==> config.mk <==
export PLATFORM = sky130hd
export DESIGN_NAME = ws_stream_rx
export DESIGN_NICKNAME = d
export VERILOG_FILES = /design/src/rtl/ws_stream_rx_pkg.sv /design/src/rtl/ws_rx_sync.sv /design/src/rtl/ws_stream_rx.sv
export SDC_FILE = /design/constraint.sdc
export NUM_CORES = 1
export LEC_CHECK = 0
export BUFFER_PORTS_ARGS = -buffer_cell sky130_fd_sc_hd__buf_2
export CORE_ASPECT_RATIO = 1.4
export CORE_MARGIN = 10
export CORE_UTILIZATION = 30
export DETAILED_ROUTE_END_ITERATION = 16
export HOLD_SLACK_MARGIN = 0.12
export PLACE_DENSITY = 0.46
export SLEW_MARGIN = 15
export SYNTH_ARGS = -nofsm -noshare
export SYNTH_HDL_FRONTEND = slang
export SYNTH_SLANG_ARGS = --single-unit
export TNS_END_PERCENT = 1
==> constraint.sdc <==
create_clock -name clock -period 2.5 [get_ports clock]
set_input_delay 0.25 -clock clock [delete_from_list [all_inputs] [get_ports clock]]
set_output_delay 0.25 -clock clock [all_outputs]
set_load 0.1 [all_outputs]
==> src/rtl/ws_stream_rx_pkg.sv <==
// Shared constants and state encoding for the LED-chain pulse-width link.
// The serializer and the receiver both build on these defaults.
package ws_pkg;

  localparam int WS_BIT_THRESH = 60;
  localparam int WS_MIN_HIGH   = 10;
  localparam int WS_MAX_HIGH   = 110;
  localparam int WS_GAP_CYCLES = 150;
  localparam int WS_WORD_BITS  = 24;
  localparam int WS_BIT_PERIOD = 125;

  typedef enum logic [1:0] {
    ST_HUNT = 2'd0,
    ST_IDLE = 2'd1,
    ST_HIGH = 2'd2,
    ST_LOW  = 2'd3
  } ws_state_e;

endpackage

==> src/rtl/ws_rx_sync.sv <==
// Two-flop synchronizer for the serial line plus single-cycle rise/fall pulses
// derived from the synchronized value and its one-cycle-old copy.
module ws_rx_sync (
  input  logic i_clk,
  input  logic i_rstn,
  input  logic i_din,
  output logic o_ds,
  output logic o_rise,
  output logic o_fall
);

  logic r_meta;
  logic r_sync;
  logic r_prev;

  always_ff @(posedge i_clk) begin
    if (!i_rstn) begin
      r_meta <= 1'b0;
      r_sync <= 1'b0;
      r_prev <= 1'b0;
    end else begin
      r_meta <= i_din;
      r_sync <= r_meta;
      r_prev <= r_sync;
    end
  end

  assign o_ds   = r_sync;
  assign o_rise = r_sync & ~r_prev;
  assign o_fall = ~r_sync & r_prev;

endmodule

==> src/rtl/ws_stream_rx.sv <==
// Pulse-width decoder for the LED chain: classifies high pulses into bits,
// packs 24-bit words and emits them on an AXI-stream master with frame tlast.
module ws_stream_rx
  import ws_pkg::*;
#(
  parameter int BIT_THRESH = WS_BIT_THRESH,
  parameter int MIN_HIGH   = WS_MIN_HIGH,
  parameter int MAX_HIGH   = WS_MAX_HIGH,
  parameter int GAP_CYCLES = WS_GAP_CYCLES,
  parameter int CNT_W      = 8
) (
  input  logic        clock,
  input  logic        resetn,
  input  logic        din,
  output logic [23:0] m_tdata,
  output logic        m_tvalid,
  input  logic        m_tready,
  output logic        m_tlast,
  output logic        frame_err,
  output logic        overflow,
  input  logic        clear_err,
  output ws_state_e   o_dbg_state
);

  localparam logic [CNT_W-1:0] LP_THRESH = CNT_W'(BIT_THRESH);
  localparam logic [CNT_W-1:0] LP_MIN    = CNT_W'(MIN_HIGH);
  localparam logic [CNT_W-1:0] LP_MAX    = CNT_W'(MAX_HIGH);
  localparam logic [CNT_W-1:0] LP_GAP    = CNT_W'(GAP_CYCLES);
  localparam logic [4:0]       LP_LAST_BIT = 5'(WS_WORD_BITS - 1);

  logic w_ds;
  logic w_rise;
  logic w_fall;

  ws_rx_sync u_sync (
    .i_clk  (clock),
    .i_rstn (resetn),
    .i_din  (din),
    .o_ds   (w_ds),
    .o_rise (w_rise),
    .o_fall (w_fall)
  );

  ws_state_e        r_state;
  logic [CNT_W-1:0] r_low_cnt;
  logic [CNT_W-1:0] r_high_cnt;
  logic [4:0]       r_bit_cnt;
  logic [23:0]      r_shift;
  logic [23:0]      r_pend_data;
  logic             r_pend_valid;
  logic [23:0]      r_out_data;
  logic             r_out_valid;
  logic             r_out_last;
  logic             r_frame_err;
  logic             r_overflow;

  logic [CNT_W-1:0] w_hc_inc;
  logic [CNT_W-1:0] w_lc_inc;
  logic             w_bit;
  logic             w_bad_pulse;
  logic             w_err;
  logic             w_bit_ok;
  logic             w_word_done;
  logic             w_gap_end;
  logic [23:0]      w_word;
  logic             w_push;
  logic             w_push_last;
  logic             w_set_frame_err;
  logic             w_load;

  // Event decode: every word movement out of the FSM goes through w_push.
  always_comb begin
    w_hc_inc        = (&r_high_cnt) ? r_high_cnt : r_high_cnt + 1'b1;
    w_lc_inc        = (&r_low_cnt) ? r_low_cnt : r_low_cnt + 1'b1;
    w_bit           = (r_high_cnt >= LP_THRESH);
    w_bad_pulse     = (r_high_cnt < LP_MIN) || (r_high_cnt > LP_MAX);
    w_err           = 1'b0;
    w_bit_ok        = 1'b0;
    w_gap_end       = 1'b0;
    if (r_state == ST_HIGH) begin
      w_err    = w_fall ? w_bad_pulse : (r_high_cnt > LP_MAX);
      w_bit_ok = w_fall && !w_bad_pulse;
    end
    if (r_state == ST_LOW) begin
      w_gap_end = !w_rise && (w_lc_inc >= LP_GAP);
    end
    w_word_done     = w_bit_ok && (r_bit_cnt == LP_LAST_BIT);
    w_word          = r_shift;
    w_word[r_bit_cnt] = w_bit;
    w_push          = 1'b0;
    w_push_last     = 1'b0;
    if (w_word_done && r_pend_valid) begin
      w_push      = 1'b1;
      w_push_last = 1'b0;
    end else if ((w_gap_end || w_err) && r_pend_valid) begin
      w_push      = 1'b1;
      w_push_last = 1'b1;
    end
    w_set_frame_err = w_err || (w_gap_end && (r_bit_cnt != 5'd0));
    w_load          = w_push && (!r_out_valid || m_tready);
  end

  always_ff @(posedge clock) begin
    if (!resetn) begin
      r_state      <= ST_HUNT;
      r_low_cnt    <= '0;
      r_high_cnt   <= '0;
      r_bit_cnt    <= '0;
      r_shift      <= '0;
      r_pend_data  <= '0;
      r_pend_valid <= 1'b0;
    end else begin
      case (r_state)
        ST_HUNT: begin
          r_bit_cnt <= '0;
          r_shift   <= '0;
          if (w_ds) begin
            r_low_cnt <= '0;
          end else if (w_lc_inc >= LP_GAP) begin
            r_low_cnt <= '0;
            r_state   <= ST_IDLE;
          end else begin
            r_low_cnt <= w_lc_inc;
          end
        end
        ST_IDLE: begin
          r_bit_cnt <= '0;
          if (w_rise) begin
            r_high_cnt <= CNT_W'(1);
            r_state    <= ST_HIGH;
          end
        end
        ST_HIGH: begin
          if (w_err) begin
            // Partial word is abandoned; any pending word was pushed above.
            r_bit_cnt    <= '0;
            r_shift      <= '0;
            r_pend_valid <= 1'b0;
            r_low_cnt    <= '0;
            r_state      <= ST_HUNT;
          end else if (w_fall) begin
            r_low_cnt <= CNT_W'(1);
            r_state   <= ST_LOW;
            if (w_word_done) begin
              r_pend_data  <= w_word;
              r_pend_valid <= 1'b1;
              r_bit_cnt    <= '0;
              r_shift      <= '0;
            end else begin
              r_bit_cnt <= r_bit_cnt + 5'd1;
              r_shift   <= w_word;
            end
          end else begin
            r_high_cnt <= w_hc_inc;
          end
        end
        ST_LOW: begin
          if (w_rise) begin
            r_high_cnt <= CNT_W'(1);
            r_state    <= ST_HIGH;
          end else if (w_gap_end) begin
            r_pend_valid <= 1'b0;
            r_bit_cnt    <= '0;
            r_shift      <= '0;
            r_low_cnt    <= '0;
            r_state      <= ST_IDLE;
          end else begin
            r_low_cnt <= w_lc_inc;
          end
        end
        default: r_state <= ST_HUNT;
      endcase
    end
  end

  // Stream handshake: a beat transfers on a clock edge where m_tvalid and
  // m_tready are both high; data and last are held until that happens and
  // are only rewritten on a load, so an unaccepted word is never replaced.
  always_ff @(posedge clock) begin
    if (!resetn) begin
      r_out_data  <= '0;
      r_out_valid <= 1'b0;
      r_out_last  <= 1'b0;
      r_frame_err <= 1'b0;
      r_overflow  <= 1'b0;
    end else begin
      if (w_load) begin
        r_out_data  <= r_pend_data;
        r_out_last  <= w_push_last;
        r_out_valid <= 1'b1;
      end else if (r_out_valid && m_tready) begin
        r_out_valid <= 1'b0;
      end
      if (w_set_frame_err) begin
        r_frame_err <= 1'b1;
      end else if (clear_err) begin
        r_frame_err <= 1'b0;
      end
      if (w_push && !w_load) begin
        r_overflow <= 1'b1;
      end else if (clear_err) begin
        r_overflow <= 1'b0;
      end
    end
  end

  assign m_tdata     = r_out_data;
  assign m_tvalid    = r_out_valid;
  assign m_tlast     = r_out_last;
  assign frame_err   = r_frame_err;
  assign overflow    = r_overflow;
  assign o_dbg_state = r_state;

endmodule
==> results.ini <==
[sta]
final_hold_viol_count = 0
timing.hold.ws_ns = 0.199
final.setup.worst_slack_ns = 0.145
fin_crit_sh = 0.942
worst_pin_slew_ns = 0.500
setup_tns_ns = 0
max-slew-margin-rel = 0.667
drv_slew = 0
fmax_ghz = 0.425
skew_ns = 0.00855
setup_viol = 0
period_needed_ns = 2.36
rsz0062_at_grt = false

[synthesis]
ys_seq_area_frac = 0.427
netlist_area_um2 = 4780
ys_warn_count = 0
syn_inst = 596
synth_edf_count = 0
yosys_most_used_dff = dfxtp_1
ys_ff_latch = 102
syn_area_per_cell_um2 = 8.03
async_reset_ff_frac = 0
syn-num-nets = 608
synth_cell_types = 65

[clock_network]
cts_root_buf = clkbuf_16
clk_latency_ns = 0.35
cts_max_level = 3
cts_tree = built
cts.sinks = 102
numCtsBuffers = 9
clkTransAtPathRegs_ns = 0.08
cts_buffer_depth = 2

[power_and_ir_drop]
switchingPower_uw = 792
internal_power_uw = 2380
ir_drop_uv = 268
power_frac_seq = 0.515
pwr-share-comb = 0.029
p_leak_uw = 0.00210
power_density_nw_per_um2 = 570
switching_share = 0.250
clkPwrFrac = 0.456

[setup_path]
end_kind = flop
critPathKind = flop to flop
worst-path-max-fanout = 22
arrival_ns = 2.60
critical_path.startpoint_type = flop
critPathRequiredTime_ns = 2.75

[routing]
wl_um = 12500
drt-pass1-iter-count = 4
top_layer = met4
wl_met1_um = 5850
ant_nets = 0
wl_met3_um = 357
drcViolationCount = 0
drtIter0Drc = 344
dr_wl_met2_um = 6030
routedWlPerCell_um = 15.2
via_count = 4264
via_per_inst = 5.18

[floorplan]
die-area_um2 = 21500
ioPinCount = 35
die_h_um = 169
start_util = 0.307
chipWidth_um = 127
rows = 54
coreArea_um2 = 15600

[placement]
placedInstanceArea_um2 = 5200
numPortBuffers = 34
hpwl_um = 8350
gp_congestion = 0.812
dp_worst_setup_slack_ns = 0.0675

[global_routing]
first_global_vias = 4015
grt_pass1_wl_um = 20800
overflow = 0
grt_util_all_layers = 0.115
antenna_found_initial = 0
grt_max_degree = 92

[final_layout]
drive_gt1_frac = 0.161
nets = 634
diodes = 0
final_cell_area_um2 = 5560
nFillCells = 1655
syn2layout_area_growth_pct = 16.3

[flow_run]
cap_violations = 0

[run_status]
status = finished clean

[min_path]
hold_path.class = primary input to flop

-- flip-flops by register name, indices dropped and copies added, names as in the netlist --
register / cells
u_sync.r_meta: 1
frame_err: 1
r_bit_cnt: 5
r_low_cnt: 8
m_tlast: 1
u_sync.r_prev: 1
m_tdata: 24
r_high_cnt: 8
r_shift: 23
overflow: 1
m_tvalid: 1
r_pend_data: 24
u_sync.o_ds: 1
r_pend_valid: 1
o_dbg_state: 2
-- kinds of logic after synthesis --
group	Yosys count	synth area share
AO/OA/AOI/OAI	161	0.210
XOR/XNOR	5	0.00915
adder cells (fa/ha/maj)	7	0.0183
buffers and inverters	57	0.0596
flip-flops	102	0.427
multiplexers	11	0.0243
AND/OR/NAND/NOR	253	0.252
-- metal layers --
metal  track usage  vias to the layer above
met1         0.147                     2014
met3        0.0184                       15
met2         0.187                       63
met4        0.0481                        0
li1              -                     2172
met5             0                        -
-- layout by cell type, fill, tap and decap left out, types with 7 or more instances in the layout --
cell / n
mux2i_1: 9
buf_2: 33
nand2_1: 109
buf_4: 25
o21ai_0: 39
nand4_1: 30
nor2_1: 35
nand3_1: 39
dfxtp_1: 99
inv_1: 7
a31oi_1: 20
clkbuf_16: 10
o21ai_1: 16
a21oi_1: 51
-- synthesized netlist by cell type (5+ instances only) --
| library cell | count | area (um2) |
|---|---|---|
| nand2_1 | 109 | 409 |
| and3_1 | 5 | 31.3 |
| nand4_1 | 30 | 188 |
| nand3_1 | 39 | 195 |
| buf_2 | 15 | 75.1 |
| ha_1 | 7 | 87.6 |
| o21ai_0 | 39 | 195 |
| clkbuf_1 | 23 | 86.3 |
| nor2_1 | 35 | 131 |
| nor3_1 | 8 | 40.0 |
| a21oi_1 | 51 | 255 |
| dfxtp_1 | 102 | 2040 |
| mux2i_1 | 9 | 90.1 |
| o21ai_1 | 16 | 80.1 |
| a31oi_1 | 20 | 125 |
| inv_1 | 7 | 26.3 |
-- worst paths after layout --
| check | startpoint | to | slack, ns | cells past startpoint |
|---|---|---|---|---|
| max | r_low_cnt[1] | r_shift[12] | 0.14 | 10 |
| min | clear_err | overflow | 0.20 | 3 |
| max reg2reg | r_low_cnt[1] | r_shift[12] | 0.14 | 10 |
| min reg2reg | u_sync.r_meta | u_sync.o_ds | 0.44 | 1 |
-- critical path, cell delays in order, from the launching register on --
cell	delay, ns
dfxtp_1	0.34
ha_2	0.26
and3_1	0.24
mux2_4	0.33
a2bb2oi_4	0.18
o2111ai_4	0.28
a21oi_4	0.10
buf_4	0.16
clkbuf_16	0.18
nand4_1	0.09
o21ai_0	0.08
-- layout make-up --
| cell class | count | area, um2 | share of cell area |
|---|---|---|---|
| clock buffer | 9 | 225 | 0.0405 |
| multi-input combinational | 437 | 2480 | 0.446 |
| timing repair buffer | 63 | 448 | 0.0805 |
| sequential | 102 | 2050 | 0.368 |
| clock inverter | 7 | 86.3 | 0.0155 |
| inverter | 9 | 33.8 | 0.00607 |
| tap | 196 | 245 | 0.0441 |
-- power by group through the flow --
stage	Sequential (uW)	Clock, uW	Combinational (uW)
after floorplan	1670	0	61.1
after global placement	1670	0	88.6
after detailed placement	1670	0	89.6
after CTS	1630	1490	91.1
after global routing	1640	1570	103
final	1630	1440	92.0
-- timing repair --
item,4_1_cts,5_1_grt
resized for setup,0,4
hold buffers,1,0
endpoints found under the setup margin,0,38
endpoints found under the hold margin,1,0
buffers inserted,0,1
-- stage by stage --
step	instances	total power, uW	utilization
after global placement	804	1760	0.333
final	823	3170	0.356
after CTS	821	3210	0.354
after global routing	823	3310	0.356
after detailed placement	804	1760	0.333
after floorplan	596	1730	-
Power figures use the tool's default switching activity.
